## src/rtl/seven_segment_scanner.sv

```systemverilog
// seven_segment_scanner: time-multiplexes NUM_DIGITS hex digits onto a shared
// 8-bit segment bus {a,b,c,d,e,f,g,dp}. All display inputs are captured into
// shadow registers once per frame, so a frame never mixes old and new values.
// Each digit slot starts with DEAD_CYCLES of darkness to avoid ghosting.
// Optional build macro SSEG_BRIGHTNESS_EN adds a 4-bit brightness_i port that
// shortens the lit part of every slot.
module seven_segment_scanner #(
  parameter int NUM_DIGITS       = 8,
  parameter int DIGIT_CYCLES     = 50000,
  parameter int DEAD_CYCLES      = 500,
  parameter int DIGIT_ACTIVE_LOW = 1,
  parameter int SEG_ACTIVE_LOW   = 1
) (
  input  logic                    clk_i,
  input  logic                    rst_ni,
  input  logic [NUM_DIGITS*4-1:0] value_i,
  input  logic [NUM_DIGITS-1:0]   dp_i,
  input  logic [NUM_DIGITS-1:0]   blank_i,
  input  logic                    lzs_en_i,
`ifdef SSEG_BRIGHTNESS_EN
  input  logic [3:0]              brightness_i,
`endif
  output logic [NUM_DIGITS-1:0]   digit_en_o,
  output logic [7:0]              seg_o,
  output logic                    frame_o
);

  localparam int TICK_W = (DIGIT_CYCLES > 1) ? $clog2(DIGIT_CYCLES) : 1;
  localparam int IDX_W  = (NUM_DIGITS > 1) ? $clog2(NUM_DIGITS) : 1;

  localparam logic [TICK_W-1:0] TICK_LAST = TICK_W'(DIGIT_CYCLES - 1);
  localparam logic [TICK_W-1:0] DEAD_T    = TICK_W'(DEAD_CYCLES);
  localparam logic [IDX_W-1:0]  IDX_LAST  = IDX_W'(NUM_DIGITS - 1);

  // Inactive levels; XOR with these applies the board polarity as the last step.
  localparam logic [NUM_DIGITS-1:0] DIGIT_OFF =
      (DIGIT_ACTIVE_LOW != 0) ? {NUM_DIGITS{1'b1}} : {NUM_DIGITS{1'b0}};
  localparam logic [7:0] SEG_OFF = (SEG_ACTIVE_LOW != 0) ? 8'hFF : 8'h00;

  // Slot timing counters and frame control
  logic [TICK_W-1:0] tick_reg, tick_next;
  logic [IDX_W-1:0]  idx_reg, idx_next;
  logic              load_pending_reg;
  logic              capture;
  logic              frame_reg;

  // Shadow copies of the display inputs, refreshed only at frame start
  logic [NUM_DIGITS*4-1:0] value_shadow_reg;
  logic [NUM_DIGITS-1:0]   dp_shadow_reg;
  logic [NUM_DIGITS-1:0]   blank_shadow_reg;
  logic                    lzs_shadow_reg;

  // Per-digit decode results (active-high) and the slot decision
  logic [7:0]            pattern   [NUM_DIGITS];
  logic [NUM_DIGITS-1:0] zero_like;
  logic [NUM_DIGITS-1:0] suppress;
  logic [NUM_DIGITS-1:0] digit_onehot;
  logic [7:0]            pattern_sel;
  logic                  driven;
  logic                  lit;

  // Registered pin drivers
  logic [NUM_DIGITS-1:0] digit_en_reg, digit_en_next;
  logic [7:0]            seg_reg, seg_next;

  // Hex to active-high abcdefg
  function automatic logic [6:0] hex_to_seg(input logic [3:0] nib);
    logic [6:0] s;
    case (nib)
      4'h0: s = 7'b1111110;
      4'h1: s = 7'b0110000;
      4'h2: s = 7'b1101101;
      4'h3: s = 7'b1111001;
      4'h4: s = 7'b0110011;
      4'h5: s = 7'b1011011;
      4'h6: s = 7'b1011111;
      4'h7: s = 7'b1110000;
      4'h8: s = 7'b1111111;
      4'h9: s = 7'b1111011;
      4'hA: s = 7'b1110111;
      4'hB: s = 7'b0011111;
      4'hC: s = 7'b1001110;
      4'hD: s = 7'b0111101;
      4'hE: s = 7'b1001111;
      default: s = 7'b1000111;
    endcase
    return s;
  endfunction

  // Next-state of the scan counters; the first edge after reset is a frame
  // start that holds the counters at slot 0 so every frame_o lines up with
  // tick 0 of digit 0.
  always_comb begin
    tick_next = tick_reg;
    idx_next  = idx_reg;
    capture   = 1'b0;
    if (load_pending_reg) begin
      capture = 1'b1;
    end else if (tick_reg == TICK_LAST) begin
      tick_next = '0;
      if (idx_reg == IDX_LAST) begin
        idx_next = '0;
        capture  = 1'b1;
      end else begin
        idx_next = idx_reg + 1'b1;
      end
    end else begin
      tick_next = tick_reg + 1'b1;
    end
  end

  // Scan counters, pending-load flag and the frame pulse
  always_ff @(posedge clk_i or negedge rst_ni) begin
    if (!rst_ni) begin
      tick_reg         <= '0;
      idx_reg          <= '0;
      load_pending_reg <= 1'b1;
      frame_reg        <= 1'b0;
    end else begin
      tick_reg         <= tick_next;
      idx_reg          <= idx_next;
      load_pending_reg <= 1'b0;
      frame_reg        <= capture;
    end
  end

  // Shadow capture of the display inputs at frame start
  always_ff @(posedge clk_i or negedge rst_ni) begin
    if (!rst_ni) begin
      value_shadow_reg <= '0;
      dp_shadow_reg    <= '0;
      blank_shadow_reg <= '0;
      lzs_shadow_reg   <= 1'b0;
    end else if (capture) begin
      value_shadow_reg <= value_i;
      dp_shadow_reg    <= dp_i;
      blank_shadow_reg <= blank_i;
      lzs_shadow_reg   <= lzs_en_i;
    end
  end

  // A digit "looks zero" for suppression if its nibble is zero or it is
  // blanked; suppression runs down from the top digit while that holds and
  // never reaches digit 0.
  genvar gi;
  generate
    for (gi = 0; gi < NUM_DIGITS; gi++) begin : g_digit
      logic [3:0] nib;
      assign nib           = value_shadow_reg[4*gi +: 4];
      assign zero_like[gi] = (nib == 4'h0) | blank_shadow_reg[gi];

      if (gi == 0) begin : g_lsd
        assign suppress[gi] = 1'b0;
      end else if (gi == NUM_DIGITS - 1) begin : g_msd
        assign suppress[gi] = lzs_shadow_reg & zero_like[gi];
      end else begin : g_mid
        assign suppress[gi] = suppress[gi+1] & zero_like[gi];
      end

      // Blank wins over everything, the dp survives suppression
      assign pattern[gi] = blank_shadow_reg[gi] ? 8'h00 :
                           {(suppress[gi] ? 7'b0000000 : hex_to_seg(nib)),
                            dp_shadow_reg[gi]};

      assign digit_onehot[gi] = lit & (idx_reg == IDX_W'(gi));
    end
  endgenerate

  // Select the pattern of the digit owning the current slot
  always_comb begin
    pattern_sel = 8'h00;
    for (int k = 0; k < NUM_DIGITS; k++) begin
      if (idx_reg == IDX_W'(k)) begin
        pattern_sel = pattern[k];
      end
    end
  end

  assign driven = !load_pending_reg && (tick_reg >= DEAD_T);

`ifdef SSEG_BRIGHTNESS_EN
  localparam int PROD_W   = TICK_W + 5;
  localparam int L_CYCLES = DIGIT_CYCLES - DEAD_CYCLES;

  logic [3:0]        brightness_shadow_reg;
  logic [PROD_W-1:0] on_limit;
  logic [PROD_W-1:0] phase;

  // Brightness is part of the frame snapshot like the other inputs
  always_ff @(posedge clk_i or negedge rst_ni) begin
    if (!rst_ni) begin
      brightness_shadow_reg <= 4'h0;
    end else if (capture) begin
      brightness_shadow_reg <= brightness_i;
    end
  end

  // Lit only for the first ((brightness+1)*L)/16 cycles of the driven phase
  always_comb begin
    on_limit = ((PROD_W'(brightness_shadow_reg) + PROD_W'(1)) *
                PROD_W'(L_CYCLES)) >> 4;
    phase    = PROD_W'(tick_reg - DEAD_T);
    lit      = driven && (phase < on_limit);
  end
`else
  assign lit = driven;
`endif

  assign digit_en_next = digit_onehot ^ DIGIT_OFF;
  assign seg_next      = (lit ? pattern_sel : 8'h00) ^ SEG_OFF;

  // Registered pin drivers; reset forces everything dark immediately
  always_ff @(posedge clk_i or negedge rst_ni) begin
    if (!rst_ni) begin
      digit_en_reg <= DIGIT_OFF;
      seg_reg      <= SEG_OFF;
    end else begin
      digit_en_reg <= digit_en_next;
      seg_reg      <= seg_next;
    end
  end

  assign digit_en_o = digit_en_reg;
  assign seg_o      = seg_reg;
  assign frame_o    = frame_reg;

endmodule

```

## config.mk

```make
export PLATFORM = sky130hd
export DESIGN_NAME = seven_segment_scanner
export DESIGN_NICKNAME = d
export VERILOG_FILES = /design/src/rtl/seven_segment_scanner.sv
export SDC_FILE = /design/constraint.sdc
export NUM_CORES = 1
export LEC_CHECK = 0
export BUFFER_PORTS_ARGS = -buffer_cell sky130_fd_sc_hd__buf_4
export CORE_MARGIN = 1.5
export CORE_UTILIZATION = 60
export DETAILED_ROUTE_END_ITERATION = 16
export GPL_TIMING_DRIVEN = 0
export PLACE_DENSITY = 0.81
export SYNTH_ARGS = -nofsm -noshare
export SYNTH_HDL_FRONTEND = slang
export SYNTH_SLANG_ARGS = --single-unit
```

## constraint.sdc

```tcl
create_clock -name clk_i -period 2.4 [get_ports clk_i]
set_clock_uncertainty 0.05 [all_clocks]
set_input_delay 0.36 -clock clk_i [delete_from_list [all_inputs] [get_ports clk_i]]
set_output_delay 0.36 -clock clk_i [all_outputs]
set_load 0.01 [all_outputs]
```

# Word-level counts from Yosys, hierarchy flattened
# Memory sizes are Yosys's and may differ from the RTL's.
# Cells that the tools add are included.
[classes]
n_addsub = 2
n_mul = 0
div = 0
order_cmp = 1
n_eq_ne = 8
shift = 0
muxes = 29
bitwise = 25
reduce_logical = 11
[ops]
columns = ["cell", "n"]
rows = [
  ["2-to-1 mux 8 bit", 17],
  ["2-to-1 mux 7 bit", 7],
  ["zero test 4 bit", 7],
  ["adder 16 x 1 -> 16 bit, second input constant", 1],
  ["equality test 16 bit, second input constant", 1],
  ["greater-or-equal comparator 16 x 9 -> 1 bit, second input constant", 1],
  ["2-to-1 mux 16 bit", 1],
  ["NOT 8 bit", 2],
  ["bitwise AND 1 bit", 15],
  ["equality test 3 bit, second input constant", 4],
  ["bitwise OR 1 bit", 7],
  ["equality test 3 x 2 -> 1 bit, second input constant", 2],
  ["adder 3 x 1 -> 3 bit, second input constant", 1],
  ["equality test 3 x 1 -> 1 bit, second input constant", 1],
  ["zero test 3 bit", 1],
  ["2-to-1 mux 1 bit", 3],
  ["2-to-1 mux 3 bit", 1],
  ["AND reduction 2 bit", 1],
  ["logical AND 1 bit", 1],
  ["zero test 1 bit", 1],
  ["NOT 1 bit", 1],
]
[totals]
regBits = 86
latchBits = 0
mem_bits_rw = 0
romBits = 896
inputBits = 51
output_inout_bits = 17
word_cells = 94
n_memories = 8
[memory_table]
columns = ["memory", "depth", "width", "rd", "rd_ports_with_merged_regs", "wr", "line", "rtl"]
rows = [
  ["(name not given)", 16, 7, 1, 0, 0, "69", "case (nib)"],
  ["(name not given)", 16, 7, 1, 0, 0, "69", ""],
  ["(name not given)", 16, 7, 1, 0, 0, "69", ""],
  ["(name not given)", 16, 7, 1, 0, 0, "69", ""],
  ["(name not given)", 16, 7, 1, 0, 0, "69", ""],
  ["(name not given)", 16, 7, 1, 0, 0, "69", ""],
  ["2 more memories", "n/a", "n/a", "n/a", "n/a", "n/a", "n/a", ""],
]

# Logic depth before layout (Yosys ltp)
# Gate-level depths: netlist (run 1).
[depth]
depth_word = 20
ltp_mapped = 10
mapped_depth_nobuf = 8

# Worst setup path after synthesis (run 1)
# OpenSTA, ideal clock, no wires.
[synth_path]
path_kind = "register to register"
from = "register value_shadow_reg[24]"
to = "register seg_reg[5] (netlist: seg_o[5])"
setup_ns = 0.083
arrival_time_ns = 1.983
required_ns = 2.267
setup_slack_ns = 0.284
stages_incl_launch_ff = 9
n_path_buf = 0
synth_period_minus_slack_ns = 2.116
cell_sequence = "dfrtp_1 inv_1 ha_1 nor3b_2 o22ai_4 nor3_1 nor3b_4 a211oi_1 o32a_1"
[synth_between]
elab_chain_cells = 19
elab_cells_between_ends = 30
cone_classes = "20 x mux; 8 x bitwise; 1 x reduce/logical; 1 x memory"
[synth_rtl]
columns = ["element", "line", "rtl"]
rows = [
  ["start: declaration", "48", "logic [NUM_DIGITS*4-1:0] value_shadow_reg;"],
  ["start signal: assignment", "135", "value_shadow_reg <= value_i;"],
  ["zero test 4 bit", "150", "assign zero_like[gi] = (nib == 4'h0) | blank_shadow_reg[gi];"],
  ["bitwise OR 1 bit", "150", ""],
  ["bitwise AND 1 bit (6 in a row)", "157", "assign suppress[gi] = suppress[gi+1] & zero_like[gi];"],
  ["2-to-1 mux 7 bit", "162", "{(suppress[gi] ? 7'b0000000 : hex_to_seg(nib)),"],
  ["2-to-1 mux 8 bit", "161", "assign pattern[gi] = blank_shadow_reg[gi] ? 8'h00 :"],
  ["2-to-1 mux 8 bit (5 in a row)", "173", "if (idx_reg == IDX_W'(k)) begin"],
  ["2-to-1 mux 8 bit * (2 in a row)", "173", ""],
  ["2-to-1 mux 8 bit *", "210", "assign seg_next = (lit ? pattern_sel : 8'h00) ^ SEG_OFF;"],
  ["NOT 8 bit (no line) *", "n/a", ""],
  ["named net seg_next[5]", "64", "logic [7:0] seg_reg, seg_next;"],
  ["end signal: assignment", "219", "seg_reg <= seg_next;"],
  ["end: declaration", "64", ""],
]
# Mark *: on every way through the listed nets, which the timed path passes. The rest lies on a longest branch.
# A chain may end at the register's enable or synchronous reset.

# Worst setup path in the final report (run 1)
[layout_path]
from = "register value_shadow_reg[16]"
to = "register seg_reg[7] (netlist: seg_o[7])"
[layout_between]
elab_chain_cells = 17
elab_cells_between_ends = 24
cone_classes = "16 x mux; 6 x bitwise; 1 x reduce/logical; 1 x memory"
[layout_rtl]
columns = ["element", "line"]
rows = [
  ["zero test 4 bit", "150"],
  ["bitwise OR 1 bit", "150"],
  ["bitwise AND 1 bit (4 in a row)", "157"],
  ["2-to-1 mux 7 bit", "162"],
  ["2-to-1 mux 8 bit", "161"],
  ["2-to-1 mux 8 bit (3 in a row)", "173"],
  ["2-to-1 mux 8 bit * (4 in a row)", "173"],
  ["2-to-1 mux 8 bit *", "210"],
  ["NOT 8 bit (no line) *", "n/a"],
  ["named net seg_next[7]", "64"],
]
# Marked as above.

==> metrics.md, run 1 <==
| Metric | Value |
|---|---|
| Max Slew Vio Count | `0` |
| Gate Count Post-Synth | `621` |
| Max reg flops | `32` |
| H-tree levels | `3` |
| Post-route ant nets | `0` |
| Hold-fix buffers, CTS | `0` |
| Post-route setup TNS | `-41.2 ps` |
| WL met2 | `7550 um` |
| Residual DRC count | `0` |
| Final setup viols | `4` |
| Number of max-cap violations | `0` |
| Most frequent cells in the layout | `81 x buf_4, 59 x dfrtp_1, 52 x mux2_2` |
| Synthesis-to-layout area growth | `20.6%` |
| Synth unique cells | `73` |
| Crit. End Element | `flop` |
| Hold Slack | `108 ps` |
| Main combinational cell family by area after synthesis | `simple AND/OR/NAND/NOR gates` |
| WL met3 | `955 um` |
| Syn Area/Cell | `9.87 sq um` |
| Post-synth top area cell | `dfrtp_1` |
| Avg Vias per Cell | `6.17` |
| Unrepaired setup endpoints after global routing | `yes` |
| Number of global-route vias before repair | `5134` |
| CP Data Arrival Time | `2660 ps` |
| Drt total wl | `15300 um` |
| RePlAce Congestion | `0.964` |
| Register area share after synthesis | `35.4%` |
| Area of the core | `9860 sq um` |
| Pre-CTS WS | `-106 ps` |
| Post-Synth Simple-Gate Area | `17.4%` |
| Share of the synthesized area in the top cell type | `28.2%` |
| Layout fillers | `683` |
| Synth Cell Area | `6130 sq um` |
| CTS Buffer Depth | `2` |
| Outcome | `finished, violations left` |
| Final Core Density | `74.9%` |
| Overflow after GRT | `0` |
| 1st-pass router iterations | `5` |
| Req. time, crit path | `2640 ps` |
| Pleak | `3.11 nW` |
| Multi-input gate area | `3880 sq um` |
| Worst-margin pin slew | `1080 ps` |
| Max IR drop VDD | `0.384 mV` |
| CTS Buf Count | `9` |
| Post-Route M1 WL | `6230 um` |
| WL per Instance | `17.9 um` |
| CTS root buf | `clkbuf_8` |
| Setup crit start kind | `flop` |
| Tmin final | `2420 ps` |
| ANT cells | `0` |
| Final Hold Viols | `0` |
| Synth Area in Compound Gates | `16.2%` |
| YS warnings | `0` |
| Die footprint | `10800 sq um` |
| R2r setup slk | `-20 ps` |
| Starting Density | `62.2%` |
| Leading post-synthesis cells by cell area | `dfrtp_1 28%, mux2_2 9.5%, ha_1 8.4%, dfstp_2 7.3%, mux4_2 2.9%` |
| Top_reg_cell synth | `dfrtp_1` |
| Detail Placement HPWL | `10700 um` |
| Largest net degree at the start of global routing | `87` |
| Sequential standard cell area | `2190 sq um` |
| Uppermost layer routed | `met4` |
| Initial antenna violation count | `0` |
| Vias after detailed routing | `5257` |
| HP Class | `primary input to asynchronous set/reset pin` |
| Worst Path Max Fanout | `5` |
| Max Freq | `413 MHz` |
| Post-synth EDFFs | `0` |
| Reg clk slew, reported paths | `90 ps` |
| Row count | `36` |
| Pwr/cell area | `527 nW/um^2` |
| Adder-Cell Fraction of Synth Area | `8.37%` |
| Syn nets | `713` |
| First-pass GRT wire length | `24100 um` |
| Die width | `104 um` |
| Most common cell after layout, fill and taps aside | `buf_4` |
| Mux contribution to synthesized area | `15.5%` |
| Share of layout cells above drive strength 1 | `36.7%` |
| GRT Util Overall | `27.4%` |
| Period utilization | `101%` |
| FF+latch count, synth | `86` |
| CTS tree | `built` |
| Layout Nets | `806` |
| Setup ws final | `-19.7 ps` |
| Worst-Skew Late Latency | `370 ps` |
| Post-synth ARST share | `100%` |
| Initial DRC count | `359` |
| # clock sinks | `86` |
| Slew HR | `28.1%` |
| Die Height | `104 um` |
| Crit path kind | `flop to flop` |
| Synth Area in XOR/XNOR | `1.71%` |
| PortBufs | `67` |
| I/O pin count | `68` |
| Failing checks | `setup timing` |
-- cell type report --
cell class | instances | share of cell area [%]
plain buffers | 30 | 2.32
clock buffers | 10 | 1.73
flip-flops and latches | 86 | 29.6
clock inverters | 6 | 0.931
multi-input cells | 461 | 52.5
repair buffers | 82 | 8.43
well taps | 133 | 2.25
inverters | 44 | 2.23
-- report_power, final --
| group | internal, W | switching [W] |
|---|---|---|
| Clock | 0.000489 | 0.000565 |
| Sequential | 0.00158 | 0.000175 |
| Combinational | 0.000521 | 0.000565 |
-- synth_stat cells, drive strengths merged, types with 8 or more instances --
library cell and count:
nand2b 16, mux4 8, a211oi 16, ha 41, dfstp 17, nand3 20
a21oi 11, nand2 39, dfrtp 69, nor2 44, nor3 22, mux2i 15
clkbuf 17, inv 44, o21ai 37, mux2 55, buf 14, o211ai 20
nor2b 12, nor3b 10
-- stage by stage --
step,power [W],area [sq um],cells
after floorplan,0.00242,6130,621
after global placement,0.00266,6800,821
after detailed placement,0.00272,6800,821
after CTS,0.00379,7090,841
after global routing,0.00409,7390,852
final,0.00389,7390,852
-- final timing paths --
check,start,endpoint,cells past startpoint
worst min-delay path,rst_ni,frame_o,1
max in group asynchronous,rst_ni,value_shadow_reg[25],1
worst max-delay path,value_shadow_reg[16],seg_o[7],9
min in group clk_i,value_i[28],value_shadow_reg[28],2
worst min register to register,tick_reg[10],tick_reg[10],1
worst max register to register,value_shadow_reg[16],seg_o[7],9
-- repair_timing --
action	4_1_cts	5_1_grt
resized for setup	14	64
gates cloned	1	0
setup buffers	3	12
setup endpoints to repair	56	58
pin swaps	4	17
-- critical path, cell delays in order, from the launching register on --
cell	delay, ps
dfrtp_2	450
inv_2	90
ha_4	160
nor3b_4	300
buf_4	180
o221ai_2	140
o211ai_1	280
nand3_1	120
nor3_1	340
o31a_1	220
-- per-layer routing --
metal / global-route usage [%] / vias to the layer above
met2: 46.5 / 226
met5: 0 / -
li1: - / 2449
met1: 34.3 / 2519
met3: 4.82 / 63
met4: 12.3 / 0
-- cell families after synthesis --
kind of cell             count (synthesis)
AO/OA/AOI/OAI                          136
XOR/XNOR                                12
adder cells (fa/ha/maj)                 41
buffers and inverters                   75
flip-flops                              86
multiplexers                            78
other                                    1
AND/OR/NAND/NOR                        192
(Power assumes the default switching activity.)
==> run 2: changes to the inputs <==
Settings changed: ABC_AREA set to 1, CORE_UTILIZATION 60 to 59, PLACE_DENSITY 0.81 to 0.8.
==> run 2 against run 1 <==
  * The flow now finishes without violations
  * Worst hold slack improved by 34 ps
  * Combinational power fell by 10%
  * Utilization shrank 2.9 points
  * Non-clock buffer count down 6
  * Register-to-register slack better by 90 ps
  * Die area shrank 2.5%
  * Synthesized area down 4.2%
  * Cell area shrank 5.2%
  * First-iteration DRC count shrank 20%
  * Count of clock-buffer cells in the layout stayed put
  * Sequential share of layout area rose by 1.5 points
  * Critical path depth rose by 8
  * Critical endpoint is now seg_o[4]
  * Highest routed layer unchanged
==> metrics.md, run 2 <==
| Metric | Value |
|---|---|
| Outcome | `complete, no violations (was finished, violations left)` |
| WL per Instance | `14.8 um (was 17.9 um)` |
| CTS Buffer Depth | `2 (unchanged)` |
| Final Hold Viols | `0 (unchanged)` |
| Share of the synthesized area in the top cell type | `29.4% (was 28.2%)` |
| GRT Util Overall | `29.1% (was 27.4%)` |
| Die footprint | `10600 sq um (was 10800 sq um)` |
| Synth unique cells | `43 (was 73)` |
| Starting Density | `60.4% (was 62.2%)` |
| Slowest library cell on the worst path | `dfrtp_1 (was dfrtp_2)` |
| Max Freq | `430 MHz (was 413 MHz)` |
| # clock sinks | `86 (unchanged)` |
| First-pass GRT wire length | `24200 um (was 24100 um)` |
| Unrepaired setup endpoints after global routing | `yes (unchanged)` |
| Period utilization | `97.0% (was 101%)` |
| Detail Placement HPWL | `10900 um (was 10700 um)` |
| Slew HR | `27.3% (was 28.1%)` |
| Setup crit start kind | `flop (unchanged)` |
| Cell mode on critical path | `nand2_1` |
| Residual DRC count | `0 (unchanged)` |
| Req. time, crit path | `2650 ps (was 2640 ps)` |
| Largest stage delay, worst path | `430 ps (was 450 ps)` |
| Reg clk slew, reported paths | `90 ps (about the same)` |
| Drt total wl | `15300 um (about the same)` |
| CTS Buf Count | `9 (unchanged)` |
| Worst-margin pin slew | `1090 ps (was 1080 ps)` |
| Die Height | `103 um (was 104 um)` |
| Leading post-synthesis cells by cell area | `dfrtp_1 29%, nand2_1 13%, ha_1 8.7%, o21ai_0 7.8%, dfstp_2 7.6% (was dfrtp_1 28%, mux2_2 9.5%, ha_1 8.4%, dfstp_2 7.3%, mux4_2 2.9%)` |
| CTS root buf | `clkbuf_8 (unchanged)` |
| YS warnings | `0 (unchanged)` |
| Worst-Skew Late Latency | `370 ps (about the same)` |
| Initial DRC count | `287 (was 359)` |
| 1st-pass router iterations | `5 (unchanged)` |
| Synthesis-to-layout area growth | `19.3% (was 20.6%)` |
| Post-synth top area cell | `dfrtp_1 (unchanged)` |
| Pwr/cell area | `534 nW/um^2 (was 527 nW/um^2)` |
| Synth Cell Area | `5870 sq um (was 6130 sq um)` |
| Max Slew Vio Count | `0 (unchanged)` |
| Hold Slack | `142 ps (was 108 ps)` |
| RePlAce Congestion | `0.959 (was 0.964)` |
| Crit path kind | `flop to flop (unchanged)` |
| Avg Vias per Cell | `5.66 (was 6.17)` |
| Overflow after GRT | `0 (unchanged)` |
| Post-route ant nets | `0 (unchanged)` |
| Most frequent cells in the layout | `194 x nand2_1, 103 x inv_1, 91 x o21ai_0 (was 81 x buf_4, 59 x dfrtp_1, 52 x mux2_2)` |
| Layout Nets | `989 (was 806)` |
| Max reg flops | `32 (unchanged)` |
| Die width | `103 um (was 104 um)` |
| Row count | `36 (unchanged)` |
| Hold-fix buffers, CTS | `0 (unchanged)` |
| ANT cells | `0 (unchanged)` |
| Initial antenna violation count | `0 (unchanged)` |
| Number of global-route vias before repair | `5263 (was 5134)` |
| Crit. End Element | `flop (unchanged)` |
| Tmin final | `2330 ps (was 2420 ps)` |
| I/O pin count | `68 (unchanged)` |
| Count leader, synth | `nand2_1 (was dfrtp_1)` |
| Worst path cell trace | `inv_2, ha_4, inv_1, nor2_4, a21oi_4, nor3_4, buf_6, nand4_4, nand2_2, nand2_1, nand2_1, nand2_1, nand2_1, nand2_1, nand2_1, nand2_1, a21oi_1 (was inv_2, ha_4, nor3b_4, buf_4, o221ai_2, o211ai_1, nand3_1, nor3_1, o31a_1)` |
| Register area share after synthesis | `37.0% (was 35.4%)` |
| Post-synth EDFFs | `0 (unchanged)` |
| CP Data Arrival Time | `2580 ps (was 2660 ps)` |
| Post-route setup TNS | `0 ps (was -41.2 ps)` |
| Syn nets | `896 (was 713)` |
| Synth cell count leaders | `201 x nand2_1, 109 x inv_1, 92 x o21ai_0 (was 69 x dfrtp_1, 52 x mux2_2, 44 x inv_1, 44 x nor2_1, 41 x ha_1)` |
| PortBufs | `67 (unchanged)` |
| FF+latch count, synth | `86 (unchanged)` |
| Largest net degree at the start of global routing | `87 (unchanged)` |
| H-tree levels | `3 (unchanged)` |
| CTS tree | `built (unchanged)` |
| Share of layout cells above drive strength 1 | `20.1% (was 36.7%)` |
| Final setup viols | `0 (was 4)` |
| HP Class | `primary input to flop (was primary input to asynchronous set/reset pin)` |
| Most common cell after layout, fill and taps aside | `nand2_1 (was buf_4)` |
| Gate Count Post-Synth | `804 (was 621)` |
| Post-synth ARST share | `100% (unchanged)` |
| Syn Area/Cell | `7.30 sq um (was 9.87 sq um)` |
| Area of the core | `9730 sq um (was 9860 sq um)` |
| Top_reg_cell synth | `dfrtp_1 (unchanged)` |
| Number of max-cap violations | `0 (unchanged)` |
| Final Core Density | `72.0% (was 74.9%)` |
| Pleak | `3.38 nW (was 3.11 nW)` |
| Worst Path Max Fanout | `7 (was 5)` |
| Vias after detailed routing | `5858 (was 5257)` |
| Max IR drop VDD | `0.354 mV (was 0.384 mV)` |
[run 2: cell count changes in the layout (fill, tap and decap cells not counted), sizes merged, moves of 7 or more]
cell    previous run  this run
nor3              22        11
o21a               0         7
nor2              44        65
mux2              55         7
mux2i             15         0
nor2b             12         0
nand2             39       204
nand3             20        31
a21oi             11        50
mux4               8         0
nand2b            16         0
nor3b             10         0
inv               46       113
o21ai             38        94
[run 2: final timing paths]
check | end | slack [ps] | from | cells after the start
max in group asynchronous | dp_shadow_reg[6] | 1480 | rst_ni | 1
min in group asynchronous | value_shadow_reg[6] | 150 | rst_ni | 1
hold / removal | value_shadow_reg[3] | 140 | value_i[3] | 3
hold reg to reg | tick_reg[8] | 460 | tick_reg[8] | 1
setup reg to reg | seg_o[4] | 70 | value_shadow_reg[16] | 17
setup / recovery | seg_o[4] | 70 | value_shadow_reg[16] | 17
[run 2: repair_timing]
item                                    in CTS  in global routing
endpoints found under the setup margin       7                 23
pin swaps                                    1                  8
resized for setup                            5                 41
endpoints found under the hold margin        0                  0
buffers inserted                             1                 14
[run 2: per-layer routing]
metal	track usage, %	vias up	wire (um)
li1	-	2841	-
met4	9.88	0	337
met3	4.61	36	911
met1	37.6	2737	6540
met5	0	-	0
met2	49.8	244	7540
[run 2: logic make-up (layout without fill, tap and decap cells)]
kind of cell / after synthesis / in the layout / share of synthesized area [%]
compound gates: 203 / 203 / 20.1
xor+xnor: 2 / 2 / 0.298
fa+ha+maj: 41 / 41 / 8.73
buf+inv: 137 / 235 / 9.29
flops: 86 / 86 / 37.0
mux: 7 / 7 / 1.34
other cells: 1 / 1 / 0.0639
simple gates: 327 / 327 / 23.2
[run 2: worst max-delay path: cells and delay by family, from the launching register on]
kind | cells | cell delay, ps
AND/OR/NAND/NOR | 11 | 1060
flip-flops | 1 | 430
buffers and inverters | 3 | 330
AO/OA/AOI/OAI | 2 | 230
adder cells (fa/ha/maj) | 1 | 140
[run 2: where the power goes]
| group | internal, W | leakage [nW] | switching (W) |
|---|---|---|---|
| Sequential | 0.00157 | 1.04 | 0.000113 |
| Combinational | 0.000369 | 2.24 | 0.000609 |
| Clock | 0.000515 | 0.0993 | 0.000570 |
[run 2: area by class of cell]
type / instances / area, sq um
multi-input combinational: 581 / 3290
fill: 829 / 2720
sequential: 86 / 2170
timing repair buffer: 82 / 619
inverter: 113 / 429
tap: 133 / 166
clock buffer: 10 / 138
buffer: 24 / 121
clock inverter: 6 / 67.6
[run 2: metrics by stage]
stage | power [W] | setup slack [ps] | area (sq um) | std cells
2_1_floorplan | 0.00229 | 439 | 5870 | 804
3_3_place_gp | 0.00255 | 29.4 | 6540 | 1004
3_5_place_dp | 0.00258 | -45.9 | 6540 | 1004
4_1_cts | 0.00367 | 8.18 | 6780 | 1021
5_1_grt | 0.00395 | -48.3 | 7010 | 1035
6_report | 0.00374 | 71.9 | 7010 | 1035
